<file path="src/rtl/hazard_pkg.sv">
// Shared types and constants for the pipeline hazard controller.
package hazard_pkg;

  typedef enum logic [1:0] {
    IDLE     = 2'd0,
    MD_BUSY  = 2'd1,
    MEM_WAIT = 2'd2
  } hz_state_e;

  localparam logic [1:0] FWD_RF         = 2'b00;
  localparam logic [1:0] FWD_W          = 2'b01;
  localparam logic [1:0] FWD_M          = 2'b10;
  localparam logic [1:0] RESULTSRC_LOAD = 2'b01;

  // x0 is hard-wired to zero, so a write to it never creates a dependency.
  function automatic logic reg_match(input logic [4:0] rd, input logic [4:0] rs);
    return (rd != 5'd0) && (rd == rs);
  endfunction

endpackage

</file>
<file path="src/rtl/hazard_fwd_unit.sv">
// Forwarding select for one Execute operand; Memory stage wins over Writeback.
module hazard_fwd_unit
  import hazard_pkg::*;
(
  input  logic [4:0] rs_e,
  input  logic [4:0] rd_m,
  input  logic [4:0] rd_w,
  input  logic       reg_write_m,
  input  logic       reg_write_w,
  output logic [1:0] fwd_sel
);

  always_comb begin
    // NOTE: default assigned first so every path drives fwd_sel and no latch is inferred.
    fwd_sel = FWD_RF;
    if (reg_write_m && reg_match(rd_m, rs_e)) begin
      fwd_sel = FWD_M;
    end else if (reg_write_w && reg_match(rd_w, rs_e)) begin
      fwd_sel = FWD_W;
    end
  end

endmodule

</file>
<file path="src/rtl/pipeline_hazard_ctrl.sv">
// Hazard/sequencing controller for the 5-stage core: forwarding, stalls, flushes, mul/div and memory waits.
// Define HAZARD_PERF_CNT_EN to add the o_StallCycles / o_FlushCount performance counters.
module pipeline_hazard_ctrl
  import hazard_pkg::*;
#(
  parameter int MULDIV_LATENCY = 4,
  parameter int MEM_TIMEOUT    = 255,
  parameter int CNT_W          = 8
) (
  input  logic        i_Clk,
  input  logic        i_Reset,
  input  logic [4:0]  i_Rs1D,
  input  logic [4:0]  i_Rs2D,
  input  logic [4:0]  i_Rs1E,
  input  logic [4:0]  i_Rs2E,
  input  logic [4:0]  i_RdE,
  input  logic [1:0]  i_ResultSrcE,
  input  logic        i_PCSrcE,
  input  logic        i_MulDivStartE,
  input  logic [4:0]  i_RdM,
  input  logic [4:0]  i_RdW,
  input  logic        i_RegWriteM,
  input  logic        i_RegWriteW,
  input  logic        i_MemReqM,
  input  logic        i_DMemReady,
  output logic [1:0]  o_ForwardAE,
  output logic [1:0]  o_ForwardBE,
  output logic        o_StallF,
  output logic        o_StallD,
  output logic        o_StallE,
  output logic        o_StallM,
  output logic        o_FlushD,
  output logic        o_FlushE,
  output logic        o_FlushM,
  output logic        o_FlushW,
  output logic        o_MulDivDoneE,
`ifdef HAZARD_PERF_CNT_EN
  output logic [31:0] o_StallCycles,
  output logic [31:0] o_FlushCount,
`endif
  output logic        o_MemTimeout
);

  // The start cycle is the first of MULDIV_LATENCY cycles in E, so MD_BUSY counts the rest down to 0.
  localparam logic [CNT_W-1:0] MD_LOAD =
    (MULDIV_LATENCY > 1) ? CNT_W'(MULDIV_LATENCY - 2) : CNT_W'(0);
  localparam logic [CNT_W-1:0] TIMEOUT_CNT = CNT_W'(MEM_TIMEOUT);
  localparam bit               MD_SINGLE   = (MULDIV_LATENCY == 1);

  hz_state_e        state, state_n;
  logic             ret_md, ret_md_n;
  logic [CNT_W-1:0] md_cnt, md_cnt_n;
  logic [CNT_W-1:0] wait_cnt, wait_cnt_n;
  logic             mem_wait, md_active, md_stall, lw_stall, timeout_set;

  hazard_fwd_unit u_fwd_a (
    .rs_e(i_Rs1E), .rd_m(i_RdM), .rd_w(i_RdW),
    .reg_write_m(i_RegWriteM), .reg_write_w(i_RegWriteW), .fwd_sel(o_ForwardAE)
  );

  hazard_fwd_unit u_fwd_b (
    .rs_e(i_Rs2E), .rd_m(i_RdM), .rd_w(i_RdW),
    .reg_write_m(i_RegWriteM), .reg_write_w(i_RegWriteW), .fwd_sel(o_ForwardBE)
  );

  assign mem_wait  = i_MemReqM && !i_DMemReady;
  assign md_active = (state == MD_BUSY) || ((state == MEM_WAIT) && ret_md);
  assign lw_stall  = (i_ResultSrcE == RESULTSRC_LOAD) &&
                     (reg_match(i_RdE, i_Rs1D) || reg_match(i_RdE, i_Rs2D));

  // A memory wait freezes the whole sequencer; the mul/div context is parked in ret_md.
  always_comb begin
    state_n       = state;
    ret_md_n      = 1'b0;
    md_cnt_n      = md_cnt;
    wait_cnt_n    = '0;
    md_stall      = 1'b0;
    o_MulDivDoneE = 1'b0;
    if (mem_wait) begin
      state_n    = MEM_WAIT;
      ret_md_n   = md_active;
      wait_cnt_n = (wait_cnt == TIMEOUT_CNT) ? wait_cnt : wait_cnt + 1'b1;
    end else if (md_active) begin
      if (md_cnt == '0) begin
        o_MulDivDoneE = 1'b1;
        state_n       = IDLE;
      end else begin
        md_stall = 1'b1;
        md_cnt_n = md_cnt - 1'b1;
        state_n  = MD_BUSY;
      end
    end else begin
      state_n = IDLE;
      if (i_MulDivStartE) begin
        if (MD_SINGLE) begin
          o_MulDivDoneE = 1'b1;
        end else begin
          md_stall = 1'b1;
          md_cnt_n = MD_LOAD;
          state_n  = MD_BUSY;
        end
      end
    end
  end

  assign timeout_set = mem_wait && (wait_cnt_n == TIMEOUT_CNT);

  // Priority chain: a stalled stage is never flushed by a lower-priority hazard.
  always_comb begin
    {o_StallF, o_StallD, o_StallE, o_StallM} = '0;
    {o_FlushD, o_FlushE, o_FlushM, o_FlushW} = '0;
    if (mem_wait) begin
      {o_StallF, o_StallD, o_StallE, o_StallM} = '1;
      o_FlushW = 1'b1;
    end else if (md_stall) begin
      {o_StallF, o_StallD, o_StallE} = '1;
      o_FlushM = 1'b1;
    end else if (i_PCSrcE) begin
      o_FlushD = 1'b1;
      o_FlushE = 1'b1;
    end else if (lw_stall) begin
      o_StallF = 1'b1;
      o_StallD = 1'b1;
      o_FlushE = 1'b1;
    end
  end

  always_ff @(posedge i_Clk or negedge i_Reset) begin
    if (!i_Reset) begin
      state        <= IDLE;
      ret_md       <= 1'b0;
      md_cnt       <= '0;
      wait_cnt     <= '0;
      o_MemTimeout <= 1'b0;
    end else begin
      // NOTE: non-blocking assignments so every register samples pre-edge values.
      state    <= state_n;
      ret_md   <= ret_md_n;
      md_cnt   <= md_cnt_n;
      wait_cnt <= wait_cnt_n;
      if (timeout_set) begin
        o_MemTimeout <= 1'b1;
      end
    end
  end

`ifdef HAZARD_PERF_CNT_EN
  always_ff @(posedge i_Clk or negedge i_Reset) begin
    if (!i_Reset) begin
      o_StallCycles <= '0;
      o_FlushCount  <= '0;
    end else begin
      if (o_StallF) begin
        o_StallCycles <= o_StallCycles + 32'd1;
      end
      if (i_PCSrcE && !mem_wait && !md_stall) begin
        o_FlushCount <= o_FlushCount + 32'd1;
      end
    end
  end
`endif

endmodule

</file>
<file path="config.mk">
export PLATFORM = sky130hd
export DESIGN_NAME = pipeline_hazard_ctrl
export DESIGN_NICKNAME = d
export VERILOG_FILES = /design/src/rtl/hazard_pkg.sv /design/src/rtl/hazard_fwd_unit.sv /design/src/rtl/pipeline_hazard_ctrl.sv
export SDC_FILE = /design/constraint.sdc
export NUM_CORES = 1
export LEC_CHECK = 0
export CELL_PAD_IN_SITES_DETAIL_PLACEMENT = 1
export CELL_PAD_IN_SITES_GLOBAL_PLACEMENT = 1
export CORE_MARGIN = 2
export CORE_UTILIZATION = 28
export CTS_CLUSTER_DIAMETER = 40
export CTS_CLUSTER_SIZE = 24
export DETAILED_ROUTE_END_ITERATION = 6
export PLACE_DENSITY = 0.79
export SLEW_MARGIN = 5
export SYNTH_ARGS = -nofsm -noshare
export SYNTH_HDL_FRONTEND = slang
export SYNTH_SLANG_ARGS = --single-unit
</file>
<file path="constraint.sdc">
create_clock -name i_Clk -period 2.01 [get_ports i_Clk]
set_input_delay 0.5025 -clock i_Clk [delete_from_list [all_inputs] [get_ports i_Clk]]
set_output_delay 0.5025 -clock i_Clk [all_outputs]
set_load 0.005 [all_outputs]
</file>
**Yosys cells after proc, flatten, opt, wreduce, memory -nomap -nowiden**

Index checks and enable logic that the tools add are counted.

- Logic and storage cells: 78
- Output and inout bits: 14
- Input port bits: 45
- Register bits after elaboration: 20

- Equal/unequal tests: 12
- Muxes and demuxes: 35
- Add/sub/neg operators: 2
- Bitwise operators: 1
- Reductions and logical operators: 23

Operators with widths:

| operator | number |
|---|---|
| $mux W8 | 5 |
| $eq A5 B5 Y1 | 6 |
| $mux W1 | 26 |
| $eq A8 B8 Y1 const B | 2 |
| $reduce_bool A5 Y1 | 3 |
| $logic_and A1 B1 Y1 | 14 |
| $add A8 B1 Y8 const B | 1 |
| $logic_not A8 Y1 | 1 |
| $mux W2 | 4 |
| $sub A8 B1 Y8 const B | 1 |
| $eq A2 B1 Y1 const B | 2 |
| $reduce_and A3 Y1 | 1 |
| $eq A2 B2 Y1 const B | 1 |
| $logic_or A1 B1 Y1 | 2 |
| $ne A2 B2 Y1 const B | 1 |
| $reduce_bool A2 Y1 | 1 |
| $logic_not A1 Y1 | 1 |
| $not A1 Y1 | 1 |

**Longest topological paths before layout**

Gate-level depths: netlist of the first run.

- Word-level depth: 8
- Mapped depth: 7
- Gate-level depth less buffers: 7

**Cells and area by module**

From an unflattened synthesis of the first run, not the netlist that was laid out.

- Cell total of the unflattened synthesis: 175
- Area, all modules: 1,567.8 um^2

Modules (own cells, without submodules):

| module | cells an instance | area an instance (um^2) | seq. area each (um^2) | times used |
|---|---|---|---|---|
| pipeline_hazard_ctrl | 135 | 1,265.0 | 500.5 | 1 |
| hazard_fwd_unit | 20 | 151.4 | 0.0 | 2 |

**Worst setup path before layout of the first run**

Ideal clock, no wire load.

- Path type: in2out
- From: input i_RdM[3]
- To: output o_ForwardBE[0]
- Data required time: 1,507 ps
- Path buffers: 0
- Cell stages on the path: 4
- Slack: -122 ps
- Arrival: 1,630 ps
- Path through: or4_1 o21ai_0 nor4_1 nor4_1

- Longest elaborated chain between the ends: 4
- Elaborated cells on any way between the ends: 5
- Classes of those cells: eq/ne (1); mux (1); reduce/logical (3)

RTL lines:

| item | RTL line | text |
|---|---|---|
| from (decl) | pipeline_hazard_ctrl.sv:20 | `input logic [4:0] i_RdM,` |
| $eq A5 B5 Y1 or $reduce_bool A5 Y1 (tied branches) | hazard_pkg.sv:17 | `return (rd != 5'd0) && (rd == rs);` |
| $logic_and A1 B1 Y1 (*) | hazard_pkg.sv:17 |  |
| $logic_and A1 B1 Y1 (*) | hazard_fwd_unit.sv:16 | `if (reg_write_m && reg_match(rd_m, rs_e)) begin` |
| $mux W2 (*) | hazard_fwd_unit.sv:16 |  |
| to (decl) | pipeline_hazard_ctrl.sv:27 | `output logic [1:0] o_ForwardBE,` |

Every way passes the cells marked *; elsewhere a longest branch is shown, timed or not.

**Worst setup path after layout of the first run**

- From: input i_RdM[0]
- To: output o_ForwardAE[0]

- Longest elaborated chain between the ends: 4
- Elaborated cells on any way between the ends: 5
- Classes of those cells: eq/ne (1); mux (1); reduce/logical (3)

RTL lines:

| item | RTL line | text |
|---|---|---|
| $eq A5 B5 Y1 or $reduce_bool A5 Y1 (tied branches) | hazard_pkg.sv:17 |  |
| $logic_and A1 B1 Y1 (*) | hazard_pkg.sv:17 |  |
| $logic_and A1 B1 Y1 (*) | hazard_fwd_unit.sv:16 |  |
| $mux W2 (*) | hazard_fwd_unit.sv:16 |  |
| to (decl) | pipeline_hazard_ctrl.sv:26 | `output logic [1:0] o_ForwardAE,` |

Marks and branches as above.

==> results.md, run 1 <==
* CP Max Fanout at 2
* Grt total ovfl at 0
* # DRC at 0
* Vias at 1815
* CP Data Required Time at 1.51 ns
* Largest net degree at the start of global routing at 21
* Die Wd at 77.38 um
* Worst slack, placed at -1.120 ns
* Least-Margin Pin Slew at 0.4004 ns
* Detailed placement HPWL at 4285 um
* Unique cell type count in the Yosys netlist at 42
* Tot GR Track Use at 19.93%
* Layout area overhead at 87.72%
* Top post-synthesis cells by area: dfrtp_1, xor2_1, xnor2_1
* Final hold violation count at 0
* Non-Filler Instances at 356
* R2R depth at 7
* Setup TNS at -2.822 ns
* Final Wtd Congestion at 0.7893
* Die height at 77.38 um
* Post-synthesis register bit count at 20
* 1st-iter DRT viols at 76
* Clock power frac at 15.9%
* Met2 Use GR at 37.74%
* Clock root buffer: clkbuf_8
* Initial antenna violation count at 0
* Cells after Synth at 175
* Total CTS buffers at 3
* GR Layer Usage met1 at 22.78%
* Slew margin rel. at 73.10%
* Yosys top cell area share at 33.20%
* Post-DRT Antenna Nets at 0
* Placed insts at 342
* Worst Path Arrival at 1.95 ns
* Seq pwr share at 26.6%
* Insertion delay to the later sink of the worst-skew pair at 0.26 ns
* Layout cells sized above 1 at 41.26%
* IO buf count at 58
* Syn Nets at 222
* FF-to-FF End: md_cnt[7]
* R2R setup slack at 0.04 ns
* Synthesis warning total at 0
* First-pass GRT wire length at 9528 um
* Synth async-reset ratio at 100.0%
* Busiest grt layer: met2
* Clk buf depth at 2
* R2r startpoint: md_cnt[0]
* Outcome: complete, but fails checks
* PwrDens at 700.1 nW/um2
* Core area at 5140 um2
* Antenna fix cells at 0
* Clock transition at the registers of the reported paths at 0.08 ns
* Internal at 1267 uW
* Layout Nets at 334
* # H-tree levels at 1
* Startpoint Class: input port
* RSZ-0062 raised after global routing: yes
* Static leakage power at 0.001301 uW
* Filler instances at 597
* Synthesized area per cell at 8.615 um2
* I/O pin cnt at 59
* Initial core utilization at 29.33%
* Failing checks: setup timing
* Psw at 714.3 uW
* Post-DR vias/cell at 5.098
* Largest area contributor in the netlist: dfrtp_1
* Final worst slack at -0.4376 ns
* Max VDD drop at 282.1 uV
* Min Tclk post-route at 2.448 ns
* Comb power frac at 57.5%
* Switching part of the total at 36.05%
* Hold Crit Depth at 1
* Post-synth EDFFs at 0
* Count of final setup violators at 10
* MaxCap Viol Count at 0
* WL final at 6542 um
* Crit end category: primary output
* Worst Hold Path EP: o_MemTimeout
* Hold Path Class: flip-flop to flip-flop
* Drt first pass iters at 4
* Slew Limit Fails at 0
* Overall die area at 5988 um2
* Period utilization at 121.8%
* Cell Area, Synth at 1508 um2
* Placement row count at 26
* Vias in the first global route at 2021
* CTS sink count at 20
* Post-synth top flop: dfrtp_1
* Crit Path Category: input port to primary output
* Fmax at 408.6 MHz
* Met3 Use GR at 3.372%
* Seq/Total Area, Yosys at 33.20%
* CTS tree: built
* Min-delay src: o_MemTimeout
* DR WL/cell at 18.38 um
* Worst Skew at 0.002332 ns
## Yosys cell counts (all sizes together), types with 2 or more instances
master / number
a21oi: 4
a31oi: 5
and2: 3
buf: 3
dfrtp: 20
ha: 2
inv: 7
mux2i: 3
nand2: 9
nand2b: 4
nand3: 11
nand4: 2
nor2: 17
nor3: 10
nor3b: 2
nor4: 3
nor4b: 2
o21ai: 13
or4: 5
xnor2: 14
xor2: 18
## worst max path at each step
| stage | depth (start not counted) | start | to | slack, ns |
|---|---|---|---|---|
| floorplan | 4 | i_RdW[3] | o_ForwardBE[0] | 0.02 |
| global placement | 6 | i_RdW[0] | o_ForwardBE[0] | -1.05 |
| detailed placement | 6 | i_RdW[0] | o_ForwardBE[0] | -1.12 |
| CTS | 8 | md_cnt[1] | o_MulDivDoneE | -0.38 |
| global route | 8 | md_cnt[0] | o_FlushE | -0.45 |
| finish | 8 | i_RdM[0] | o_ForwardAE[0] | -0.44 |
## cell families after synthesis
logic type               count (synthesis)  synth area share [%]
adder cells (fa/ha/maj)                  2                 1.659
AO/OA/AOI/OAI                           31                 13.03
flip-flops                              20                 33.20
multiplexers                             4                 2.739
AND/OR/NAND/NOR                         74                 27.05
XOR/XNOR                                32                 18.59
buffers and inverters                   12                 3.734
## cells in the final DEF, fill, tap and decap left out, types with 3 or more instances in the layout
master           synthesis  layout
a21oi_1                  4       3
nor3_2                   0       3
nor3_1                  10       7
nand2b_1                 4       3
inv_1                    7       3
buf_2                    0      12
dlygate4sd2_1            0      15
dfrtp_1                 20      20
xnor2_4                  0       3
clkbuf_2                 0       3
xnor2_1                 14      10
nand2_1                  9       9
mux2i_1                  3       3
buf_6                    0      19
buf_4                    3      40
clkdlybuf4s50_1          0      13
clkbuf_8                 0       4
inv_2                    0       4
nor2_1                  17      16
o21ai_2                  0       3
a31oi_1                  4       4
nand3_1                 11       9
xor2_1                  18      16
or4_1                    5       3
o21ai_0                 13       9
dlymetal6s2s_1           0       6
## worst max-delay path, stage by stage
cell and delay (ns):
buf_6 0.09, or4_4 0.55, o21ai_4 0.16, buf_6 0.13
nor4_4 0.04, buf_4 0.14, nor3_2 0.16, buf_2 0.16
## layout make-up
type	count	area, um2	area share [%]
multi-input cells	143	1195	42.22
clock buffers	4	55.05	1.945
repair buffers	111	957.2	33.82
well taps	70	87.58	3.095
flip-flops and latches	20	500.5	17.68
inverters	8	35.03	1.238
## routing by layer
layer  up-vias  part of all wire, %
met4         0                  2.9
met1       888                   39
li1        846                    -
met3        14                  4.9
met2        67                   53
met5         -                    0
## sequential cells by signal (all words and copies together) (netlist names)
register,flops
md_cnt,8
wait_cnt,8
state,2
o_MemTimeout,1
ret_md,1
## metrics by stage
stage                     hold slack (ns)  utilization [%]  area (um2)  power (uW)
after floorplan                    0.2069                -        1525       940.5
after global placement             0.4585            48.44        2490        1426
after detailed placement           0.4588            48.44        2490        1464
after CTS                          0.4777            52.48        2698        1860
after global routing               0.5245            55.06        2830        2102
final                              0.4966            55.06        2830        1981
## power groups by stage
stage / registers (uW) / logic, uW / clock network [uW]
final: 527 / 1140 / 316
after global routing: 538 / 1220 / 340
after CTS: 523 / 1020 / 320
after detailed placement: 532 / 932 / 0
after global placement: 526 / 900 / 0
after floorplan: 550 / 391 / 0
## timing repair
action / CTS / global route
hold buffers: 0 / 0
hold endpoints to repair: 0 / 0
setup buffers: 7 / 6
endpoints found under the setup margin: 13 / 12
pin swaps: 24 / 21
gates resized for setup: 140 / 33
No activity file was read; power rests on OpenSTA's default activity.
==> inputs of run 2 (changes only) <==
--- a/config.mk
+++ b/config.mk
@@ -5,15 +5,17 @@
 export SDC_FILE = /design/constraint.sdc
 export NUM_CORES = 1
 export LEC_CHECK = 0
+export CAP_MARGIN = 20
 export CELL_PAD_IN_SITES_DETAIL_PLACEMENT = 1
 export CELL_PAD_IN_SITES_GLOBAL_PLACEMENT = 1
 export CORE_MARGIN = 2
-export CORE_UTILIZATION = 28
+export CORE_UTILIZATION = 29
 export CTS_CLUSTER_DIAMETER = 40
 export CTS_CLUSTER_SIZE = 24
 export DETAILED_ROUTE_END_ITERATION = 6
-export PLACE_DENSITY = 0.79
+export PLACE_DENSITY = 0.8
 export SLEW_MARGIN = 5
 export SYNTH_ARGS = -nofsm -noshare
 export SYNTH_HDL_FRONTEND = slang
+export SYNTH_HIERARCHICAL = 1
 export SYNTH_SLANG_ARGS = --single-unit
==> run 2 against run 1 <==
Utilization is 3.2 points lower. Sequential share of layout area is 0.98 points higher. Synthesized area is 4.0% higher. Flip-flop and latch count stayed put. The run still ends with setup timing left. Critical path depth is 2 lower. Cell count is 3.9% lower. Die area is 0.38% higher. Register-to-register slack better by 0.08 ns. Highest routed layer unchanged.
==> results.md, run 2 <==
* CP Data Required Time at 1.51 ns
* Final Wtd Congestion at 0.7445
* Worst hold slack at 0.4983 ns
* Slowest-stage cell, CP: dfrtp_1
* IO buf count at 58
* Crit Path Category: flip-flop to primary output
* Post-synth top flop: dfrtp_1
* Startpoint Class: flip-flop
* Top Registers: md_cnt x8, wait_cnt x8, state x2
* Initial antenna violation count at 0
* Insertion delay to the later sink of the worst-skew pair at 0.26 ns
* Fmax at 431.2 MHz
* Post-DRT Antenna Nets at 0
* Layout Nets at 320
* PwrDens at 686.3 nW/um2
* DR WL/cell at 16.32 um
* RSZ-0062 raised after global routing: yes
* Clock root buffer: clkbuf_8
* Clk buf depth at 2
* Unique cell type count in the Yosys netlist at 43
* Count of final setup violators at 9
* Crit end category: primary output
* Initial core utilization at 30.31%
* Post-DR vias/cell at 4.947
* WL final at 5581 um
* Antenna fix cells at 0
* Min Tclk post-route at 2.319 ns
* Placement row count at 26
* Setup TNS at -1.747 ns
* Grt total ovfl at 0
* Max VDD drop at 312.2 uV
* Layout cells sized above 1 at 41.18%
* Post-layout util at 51.84%
* Drt first pass iters at 4
* Critical-path cell list: nor4_4 -> o2111ai_4 -> o21ai_2 -> and2_4 -> a21boi_2 -> buf_2
* Final hold violation count at 0
* # H-tree levels at 1
* Vias at 1692
* Worst Path Buf+Inv at 1
* Static leakage power at 0.001205 uW
* CP Max Fanout at 3
* CTS tree: built
* Detailed placement HPWL at 4058 um
* Vias in the first global route at 1838
* Least-Margin Pin Slew at 0.3859 ns
* MaxCap Viol Count at 0
* Clock transition at the registers of the reported paths at 0.08 ns
* Largest area contributor in the netlist: dfrtp_1
* Yosys top cell area share at 31.92%
* Overall die area at 6010 um2
* Worst Path Arrival at 1.82 ns
* I/O pin cnt at 59
* Synth async-reset ratio at 100.0%
* Synthesis warning total at 6
* Most common cell after layout, fill and taps aside: buf_4
* CTS sink count at 20
* Top post-synthesis cells by area: dfrtp_1, xnor2_1, xor2_1
* Period utilization at 115.4%
* Most frequent cells in the layout: buf_4, dfrtp_1, xor2_1, nor2_1, buf_2
* Slew Limit Fails at 0
* Core area at 5172 um2
* # DRC at 0
* First-pass GRT wire length at 8976 um
* Hold Path Class: flip-flop to flip-flop
* Total CTS buffers at 3
* Tot GR Track Use at 18.37%
* Slew margin rel. at 73.91%
* Most frequent cells after synthesis: dfrtp_1, nor2_1, xnor2_1
* Outcome: complete, but fails checks
* Failing checks: setup timing
* Syn Nets at 222
* Synthesized area per cell at 8.959 um2
* Die height at 77.53 um
* Largest net degree at the start of global routing at 21
* Final worst slack at -0.3090 ns
* Critical Path Max Stage Delay at 0.42 ns
* Cells after Synth at 175
* Seq/Total Area, Yosys at 31.92%
* Cell Area, Synth at 1568 um2
* Top-count cell post-synth: dfrtp_1
* Post-synth EDFFs at 0
* Post-synthesis register bit count at 20
* Filler instances at 586
* Layout area overhead at 71.03%
* CP top delay family: simple AND/OR/NAND/NOR gates
* 1st-iter DRT viols at 51
* Worst Skew at 0.001154 ns
* Overall Power at 1840 uW
* Die Wd at 77.53 um
==> run 2: changes by cell type after synthesis, sizes merged, moves of 3 or more <==
cell	previous run	this run
nand4	2	7
or4	5	1
and3	1	4
nand2b	4	1
o21ai	13	10
xnor2	14	17
==> run 2: stage by stage <==
| step | cells | worst slack (ns) | area (um2) |
|---|---|---|---|
| finish | 342 | -0.3090 | 2681 |
| global route | 342 | -0.3808 | 2681 |
| CTS | 341 | -0.2695 | 2542 |
| detailed placement | 330 | -0.8464 | 2441 |
| global placement | 330 | -0.8264 | 2441 |
| floorplan | 175 | -0.01133 | 1568 |
==> run 2: routing by layer <==
layer	GRT usage [%]	vias up	part of all wire, %
met5	0	-	0
met4	3.214	0	0.77
met3	2.209	4	2.9
met2	35.91	44	54
met1	21.42	819	42
li1	-	825	-
==> run 2: cells by family (layout without fill, tap and decap cells) <==
logic type               count (synthesis)  after routing  synth area share [%]
multiplexers                             2              2                 1.277
buffers and inverters                   12            109                 3.910
XOR/XNOR                                33             33                 18.44
AND/OR/NAND/NOR                         77             77                 28.57
flip-flops                              20             20                 31.92
adder cells (fa/ha/maj)                  2              2                 1.596
AO/OA/AOI/OAI                           29             29                 14.29
==> run 2: tightest hold or removal path, stage by stage, from the launching register on <==
cell and delay, ns:
dfrtp_1 0.37, inv_1 0.05, o41ai_2 0.04
==> run 2: report_power, final <==
group	leakage, uW	switching, uW	internal, uW	total, uW
clock network	0.0000357	149	266	416
logic	0.000909	409	481	890
registers	0.000261	58.3	476	535
total	0.00121	617	1220	1840
==> run 2: what timing repair did <==
action                     4_1_cts  5_1_grt
hold endpoints to repair         0        0
gates resized for setup        154       41
pin swaps                       42       27
setup endpoints to repair       13       19
hold buffers                     0        0
setup buffers                    9        2
==> run 2: final timing paths <==
kind                               from      endpoint  slack, ns  cells after the start
max                           md_cnt[2]      o_FlushE      -0.31                      6
min in group asynchronous       i_Reset        ret_md       0.57                      2
min                        o_MemTimeout  o_MemTimeout       0.50                      2
max in group asynchronous       i_Reset      state[0]       1.23                      2
min reg2reg                o_MemTimeout  o_MemTimeout       0.50                      2
max reg2reg                   md_cnt[2]     md_cnt[6]       0.12                      8
==> run 2: layout make-up <==
type                            count  area [um2]  area share, %
Multi-Input combinational cell    143        1181          44.05
Timing Repair Buffer               98       812.0          30.28
Sequential cell                    20       500.5          18.67
Tap cell                           70       87.58          3.266
Clock buffer                        3       41.29          1.540
Clock inverter                      1       30.03          1.120
Inverter                            7       28.78          1.073
==> inputs of run 3 (changes only) <==
--- a/config.mk
+++ b/config.mk
@@ -8,7 +8,6 @@
 export CAP_MARGIN = 20
 export CELL_PAD_IN_SITES_DETAIL_PLACEMENT = 1
 export CELL_PAD_IN_SITES_GLOBAL_PLACEMENT = 1
-export CORE_MARGIN = 2
 export CORE_UTILIZATION = 29
 export CTS_CLUSTER_DIAMETER = 40
 export CTS_CLUSTER_SIZE = 24
==> run 3 against run 2 <==
The run still ends with setup timing left. Combinational power grew 9.1%. Routed wire length rose by 7.1%. Register-to-register slack lost 0.05 ns.
==> results.md, run 3 (synthesized netlist as in run 2, its figures left out) <==
* CP Data Required Time at 1.51 ns
* Layout Nets at 330
* IO buf count at 58
* Worst slack, placed at -0.8880 ns
* First-pass GRT wire length at 8949 um
* Min-delay src: o_MemTimeout
* Met2 Use GR at 42.36%
* Crit Path Category: flip-flop to primary output
* Placement row count at 26
* Crit end category: primary output
* # DRC at 0
* Setup TNS at -1.209 ns
* PwrDens at 682.5 nW/um2
* R2R depth at 9
* Met3 Use GR at 2.513%
* Worst Path Arrival at 1.77 ns
* Hold Path Class: flip-flop to flip-flop
* I/O pin cnt at 59
* Failing checks: setup timing
* Insertion delay to the later sink of the worst-skew pair at 0.26 ns
* Min Tclk post-route at 2.269 ns
* Total CTS buffers at 3
* Clk buf depth at 2
* Busiest grt layer: met2
* CTS sink count at 20
* Overall die area at 5704 um2
* Period utilization at 112.9%
* Static leakage power at 0.001278 uW
* Least-Margin Pin Slew at 0.2902 ns
* Initial antenna violation count at 0
* Drt first pass iters at 4
* Top Registers: md_cnt x8, wait_cnt x8, state x2
* CTS tree: built
* Layout cells sized above 1 at 46.10%
* Hold_buf cts at 0
* Tot GR Track Use at 21.19%
* Slew Limit Fails at 0
* Vias in the first global route at 1905
* GR Layer Usage met1 at 23.45%
* # H-tree levels at 1
* Startpoint Class: flip-flop
* Largest net degree at the start of global routing at 21
* Finished Cell Area at 2803 um2
* Post-DRT Antenna Nets at 0
* Grt total ovfl at 0
* MaxCap Viol Count at 0
* Slew margin rel. at 80.10%
* R2R setup slack at 0.07 ns
* Max VDD drop at 323.6 uV
* Final worst slack at -0.2594 ns
* DR WL/cell at 16.98 um
* Core area at 5172 um2
* Worst Hold Path EP: o_MemTimeout
* R2r startpoint: md_cnt[2]
* Most frequent cells in the layout: buf_4, dfrtp_1, dlygate4sd2_1, buf_2
* 1st-iter DRT viols at 41
* Fmax at 440.7 MHz
* Layout area overhead at 78.77%
* Initial core utilization at 30.31%
* Final Wtd Congestion at 0.7695
* Worst Skew at 0.003017 ns
* RSZ-0062 raised after global routing: yes
* Die height at 75.53 um
* Clock transition at the registers of the reported paths at 0.08 ns
* Filler instances at 596
* Post-DR vias/cell at 5.048
* Hold Crit Depth at 2
* Detailed placement HPWL at 4176 um
* Final hold violation count at 0
* CP Max Fanout at 3
* Vias at 1777
* FF-to-FF End: md_cnt[6]
* Count of final setup violators at 8
* Outcome: complete, but fails checks
* Post-layout util at 54.18%
* WL final at 5978 um
* DP Area at 2479 um2
* Most common cell after layout, fill and taps aside: buf_4
* Antenna fix cells at 0
* Die Wd at 75.53 um
* Clock root buffer: clkbuf_8
-- run 3: timing repair --
item,in CTS,in global routing
endpoints found under the hold margin,0,0
buffers inserted,9,4
resized for setup,180,31
setup endpoints to repair,13,11
pin swaps,43,28
-- run 3: report_power, final --
group          switching (uW)  total [uW]  internal (uW)
logic                     438         971            533
clock network             143         409            266
registers                56.7         533            476
total                     637        1910           1280
-- run 3: how the worst max path moves through the flow --
| stage | to | from | slack (ns) |
|---|---|---|---|
| floorplan | o_StallF | i_RdE[1] | -0.01 |
| global placement | o_StallD | i_RdE[2] | -0.83 |
| CTS | o_FlushE | md_cnt[5] | -0.25 |
| finish | o_FlushE | md_cnt[2] | -0.26 |
| detailed placement | o_StallF | i_RdE[2] | -0.89 |
| global route | o_FlushE | md_cnt[2] | -0.35 |
-- run 3: layer usage --
layer / vias to the layer above / share of wire (%)
met2: 67 / 53
met4: 0 / 0.79
met5: - / 0
met1: 860 / 39
met3: 4 / 6.3
li1: 846 / -
-- run 3: area by class of cell --
cell class	instances	area (um2)	area share [%]
multi-input cells	143	1205	42.99
clock inverters	1	30.03	1.071
repair buffers	108	907.1	32.37
inverters	7	31.28	1.116
well taps	70	87.58	3.125
clock buffers	3	41.29	1.473
flip-flops and latches	20	500.5	17.86
-- run 3: stage by stage --
stage	hold WS, ns	instances	power [uW]
after floorplan	0.2069	175	873.4
after global placement	0.4470	335	1309
after detailed placement	0.4605	335	1342
after CTS	0.4769	348	1828
after global routing	0.5052	352	2026
final	0.4659	352	1913
-- run 3: worst max-delay path, stage by stage, from the launching register on --
cell and delay (ns):
dfrtp_1 0.42, nor4_4 0.37, o2111ai_4 0.17, o21ai_2 0.10, and2_4 0.17, a21boi_2 0.15, buf_2 0.13
==> patch 1 (config.mk and constraints of run 1) <==
The option `HAZARD_PERF_CNT_EN` is turned on by a define.
--- a/src/rtl/pipeline_hazard_ctrl.sv
+++ b/src/rtl/pipeline_hazard_ctrl.sv
@@ -2,2 +2,4 @@
 // Define HAZARD_PERF_CNT_EN to add the o_StallCycles / o_FlushCount performance counters.
+`define HAZARD_PERF_CNT_EN
+
 module pipeline_hazard_ctrl
Formal check against the unedited RTL (old outputs only; new: o_FlushCount and o_StallCycles): equivalent (equiv_simple and equiv_induct, registers matched by name and starting in step).
==> patch 1 against run 1 <==
  * The run still ends with setup timing left
  * Area after synthesis rose to 3.0 times the old value
  * Sequential cell count rose by 64
  * Critical endpoint is now o_StallF
  * Cell count rose by 150%
  * Power rose to 3.3 times the old value
  * Global-route usage fell by 1.3 points
  * Clock power rose to 5.8 times the old value
  * Routed wire length rose by 150%
  * Final area rose to 2.7 times the old value
  * Core utilization fell by 6.3 points
  * Register-to-register slack got worse by 0.53 ns
  * Worst setup slack got worse by 0.10 ns
  * Sequential share of layout area rose by 9.8 points
==> patch 1: results (changes against run 1) <==
status=finished, violations left; failing checks=setup timing; worst reg-to-reg setup slack=-0.49 ns (-0.53 ns); r2r endpoint=o_StallCycles[20]; YS warnings=0 (unchanged); pin count of the biggest net entering global routing=38 (+81%); CTS clk-pin slew, worst paths=0.06 ns (-0.02 ns); gpl congestion=0.787 (-0.34%); biggest regs=o_FlushCount: 32 flops, o_StallCycles: 32 flops; Clock Skews=0.00699 ns (+0.00466 ns); global-route wire length before repair=24400 um (+160%); vias in the first global route=4755 (+140%); sequential share of the synthesized area=0.472 (+0.140); main flop type after synthesis=dfrtp_1; Setup WS pre-CTS=-1.25 ns (-0.128 ns); Sum Neg Setup Slack=-14.13 ns (-11.31 ns); CTS buffer count=9 (+6); Tot GR Track Use=0.186 (-0.0128); worst IR drop on VDD=0.448 mV (+59%); final setup vio count=71 (+61); CTS Root Cell=clkbuf_16; synth unique cells=52 (+24%); Via density=4.82 (-5.5%); Data arrival, critical path=2.05 ns (+0.10 ns); ys async rst share=1.00 (unchanged); Worst-Margin Slew=0.646 ns (+0.245 ns); P_leak=3.49 nW (+170%); CP max FO=3 (+1); Final HPWL DP=10700 um (+150%); final wirelength=16100 um (+150%); clk_lat worst skew=0.35 ns (+0.09 ns); number of port buffers=122 (+110%); share of layout cells above drive strength 1=0.366 (-0.0468); Max Root-Sink Buffers=2 (unchanged); drt initial violations=158 (+110%); Post-Synth XOR/XNOR Area=0.189 (+0.00292); Commonest cells post-synth=dfrtp_1, xnor2_1, xor2_1; Hold/Removal Path Class=in -> async; PnR worst setup slack=-0.540 ns (-0.102 ns); initial antenna violation count=0 (unchanged); H-tree depth=3 (+2); Worst Hold Slack=0.0890 ns (-0.408 ns); filler instances=1686 (+180%); ranking of synthesized cells by area=dfrtp_1, xnor2_1, xor2_1; compound-gate portion of the synthesized area=0.0568 (-0.0735); Nets=711 (+110%); Synth Area in Adders=0.0112 (-0.00536); Initial DRT Pass Iterations=4 (unchanged); R2R cell count=15 (+8); mux share of post-synthesis cell area=0.00478 (-0.0226); Syn Nets=484 (+120%); r2r startpoint=state[0]
patch 1: changes by cell type after synthesis, moves of 4 or more:
cell	run 1	this run
inv_1	7	11
nor2_1	17	34
and3_1	1	11
xor2_1	18	47
nand4_1	2	23
dfrtp_1	20	84
xnor2_1	14	49
nand2_1	9	35
nor3_1	10	17
clkbuf_1	1	5
nand3_1	11	30
patch 1: logic make-up (layout without fill, tap and decap cells):
| logic type | Yosys count | after routing |
|---|---|---|
| buffers and inverters | 23 | 255 |
| XOR/XNOR | 96 | 96 |
| flip-flops | 84 | 84 |
| adder cells (fa/ha/maj) | 4 | 4 |
| AND/OR/NAND/NOR | 190 | 190 |
| other | 0 | 1 |
| AO/OA/AOI/OAI | 36 | 36 |
| multiplexers | 2 | 2 |
patch 1: worst max-delay path, stage by stage (launching register included):
cell and delay, ns:
dfrtp_1 0.40, inv_2 0.08, ha_4 0.14, nor4b_4 0.28, o211ai_4 0.14, a21oi_4 0.20, buf_6 0.14, o31a_4 0.16
inv_4 0.05, buf_6 0.11
patch 1: where the power goes:
group / switching (mW) / leakage, nW / internal (mW)
clock network: 0.720 / 0.162 / 1.12
registers: 0.253 / 1.12 / 1.92
logic: 1.20 / 2.21 / 1.28
patch 1: worst max path at each step:
stage	from	end	cells past startpoint
6_report	md_cnt[1]	o_StallF	9
3_3_place_gp	i_RdW[4]	o_ForwardAE[0]	6
5_1_grt	md_cnt[1]	o_StallF	9
2_1_floorplan	md_cnt[0]	o_StallF	9
4_1_cts	md_cnt[0]	o_StallF	10
3_5_place_dp	i_RdW[4]	o_ForwardAE[0]	6
patch 1: layout make-up:
class	count	share of cell area
tap	216	0.0353
timing repair buffer	227	0.274
clock buffer	10	0.0312
sequential	84	0.274
clock inverter	6	0.0114
multi-input combinational	328	0.366
antenna	1	0.000327
inverter	12	0.00653
patch 1: metal layers:
metal,vias up,wire length [um],GRT usage
li1,1975,-,-
met1,2149,6130,0.204
met2,107,8900,0.345
met3,29,687,0.0513
met4,0,354,0.0670
met5,-,0,0
patch 1: through the flow:
step                 util  instance area [um2]  std cells
floorplan               -                 4460        435
global placement    0.409                 6430        834
detailed placement  0.409                 6430        834
CTS                 0.459                 7220        868
global route        0.487                 7660        883
finish              0.487                 7660        884
patch 1: repair_timing:
action	4_1_cts	5_1_grt
pin swaps	33	45
gates resized for setup	176	101
setup buffers	21	20
setup endpoints to repair	68	76
==> patch 2 (settings of run 1) <==
Made on the original files. Register the output `o_MemTimeout` once more, cleared by the reset; this adds one clock of latency there. The other outputs are not delayed to match.
--- a/src/rtl/pipeline_hazard_ctrl.sv
+++ b/src/rtl/pipeline_hazard_ctrl.sv
@@ -48,2 +48,4 @@
   localparam bit               MD_SINGLE   = (MULDIV_LATENCY == 1);
+
+  logic o_MemTimeout_s0;
 
@@ -133,3 +135,3 @@
       wait_cnt     <= '0;
-      o_MemTimeout <= 1'b0;
+      o_MemTimeout_s0 <= 1'b0;
     end else begin
@@ -141,3 +143,3 @@
       if (timeout_set) begin
-        o_MemTimeout <= 1'b1;
+        o_MemTimeout_s0 <= 1'b1;
       end
@@ -162,2 +164,10 @@
 
+  always_ff @(posedge i_Clk or negedge i_Reset) begin
+    if (!i_Reset) begin
+      o_MemTimeout <= '0;
+    end else begin
+      o_MemTimeout <= o_MemTimeout_s0;
+    end
+  end
+
 endmodule
Function: same outputs for any inputs over 10 cycles, from zero or initial values and one cycle with i_Reset low; that may be too few to reach the edited logic, so the function may still have changed.
==> patch 2 against run 1 <==
  * The flow still finishes with violations (setup timing)
  * Sequential cell count is 1 higher
  * Routed wire length is 5.4% lower
  * Synthesized cell count is 0.57% higher
  * Area after synthesis is 1.7% higher
  * Final area is 1.2% lower
  * Worst setup slack better by 0.051 ns
  * Sequential power is 7.0% higher
  * Cell count is 0.56% higher
  * Power is 0.14% higher
  * Critical path type is now reg -> out
  * Largest cell class unchanged
==> patch 2: results (changes against run 1) <==
clock network fraction of design power=0.149 (-0.010); Worst-Margin Slew=0.356 ns (-0.0443 ns); Reg power frac=0.284 (+0.018); Sw Ratio=0.379 (+0.0183); Hold Crit Start=o_MemTimeout_s0; mux share of post-synthesis cell area=0.0269 (-0.000447); global-route wire length before repair=9880 um (+3.7%); failing checks=setup timing; Commonest cells post-synth=dfrtp_1, xor2_1, nor2_1; crit-path max cell delay=0.41 ns (-0.14 ns); met1 Use GR=0.244 (+0.0161); ys async rst share=1.00 (unchanged); P_leak=1.26 nW (-3.4%); dpl cells=337 (-1.5%); compound-gate portion of the synthesized area=0.128 (-0.00213); metal3 WL=219 um (-31%); Post-Synth XOR/XNOR Area=0.183 (-0.00303); Via density=5.09 (-0.23%); drt initial violations=89 (+17%); sequential share of the synthesized area=0.343 (+0.0109); r2r startpoint=md_cnt[2]; R2R cell count=6 (-1); Tot GR Track Use=0.202 (+0.00289); synthesized area per cell=8.71 um2 (+1.1%); Clock Skews=0.00110 ns (-0.00123 ns); PnR worst setup slack=-0.387 ns (+0.0505 ns); Data arrival, critical path=1.89 ns (-0.06 ns); DRT met1 WL=2660 um (+4.8%); CP max stage cell=dfrtp_1; final wirelength=6190 um (-5.4%); status=finished, violations left; met2 Use GR=0.373 (-0.00412); met2 wire len=3200 um (-8.4%); final setup vio count=11 (+1); Final HPWL DP=4130 um (-3.5%); hold depth=0 (-1); pin count of the biggest net entering global routing=22 (+4.8%); gpl congestion=0.779 (-1.3%); share of layout cells above drive strength 1=0.411 (-0.00144)
[patch 2: cell count changes after synthesis, sizes merged]
cell / before / now
dfrtp: 20 / 21
[patch 2: what timing repair did]
action | CTS | global route
pin swaps | 24 | 12
cloned | 0 | 0
gates resized for setup | 135 | 32
setup buffers | 15 | 4
endpoints found under the setup margin | 13 | 12
[patch 2: worst max-delay path by stage]
stage | start | to | depth (start not counted)
2_1_floorplan | i_RdW[3] | o_ForwardBE[0] | 4
5_1_grt | md_cnt[0] | o_StallD | 9
6_report | md_cnt[0] | o_StallD | 9
3_3_place_gp | i_RdW[4] | o_ForwardBE[0] | 6
3_5_place_dp | i_RdW[4] | o_ForwardBE[0] | 6
4_1_cts | md_cnt[0] | o_StallD | 9
[patch 2: final cells by class]
type	count	area (um2)
Timing Repair Buffer	111	911
Fill cell	597	2410
Sequential cell	21	526
Inverter	8	35.0
Tap cell	70	87.6
Multi-Input combinational cell	143	1190
Antenna cell	1	2.50
Clock inverter	1	7.51
Clock buffer	3	41.3
[patch 2: per-stage QoR]
step / power, mW / worst slack, ns / TNS, ns / hold WS, ns
after floorplan: 0.961 / 0.0157 / 0 / 0.207
after global placement: 1.42 / -1.15 / -10.06 / 0.374
after detailed placement: 1.47 / -1.19 / -11.01 / 0.374
final: 1.98 / -0.387 / -3.02 / 0.394
after CTS: 1.89 / -0.343 / -2.73 / 0.396
after global routing: 2.09 / -0.452 / -3.63 / 0.403
[patch 2: cells by family after synthesis]
family,Yosys count
adders and majority gates,2
buffers and inverters,12
DFF,21
and+or+nand+nor,74
AOI/OAI and AO/OA,31
xor gates and xnor gates,32
muxes,4
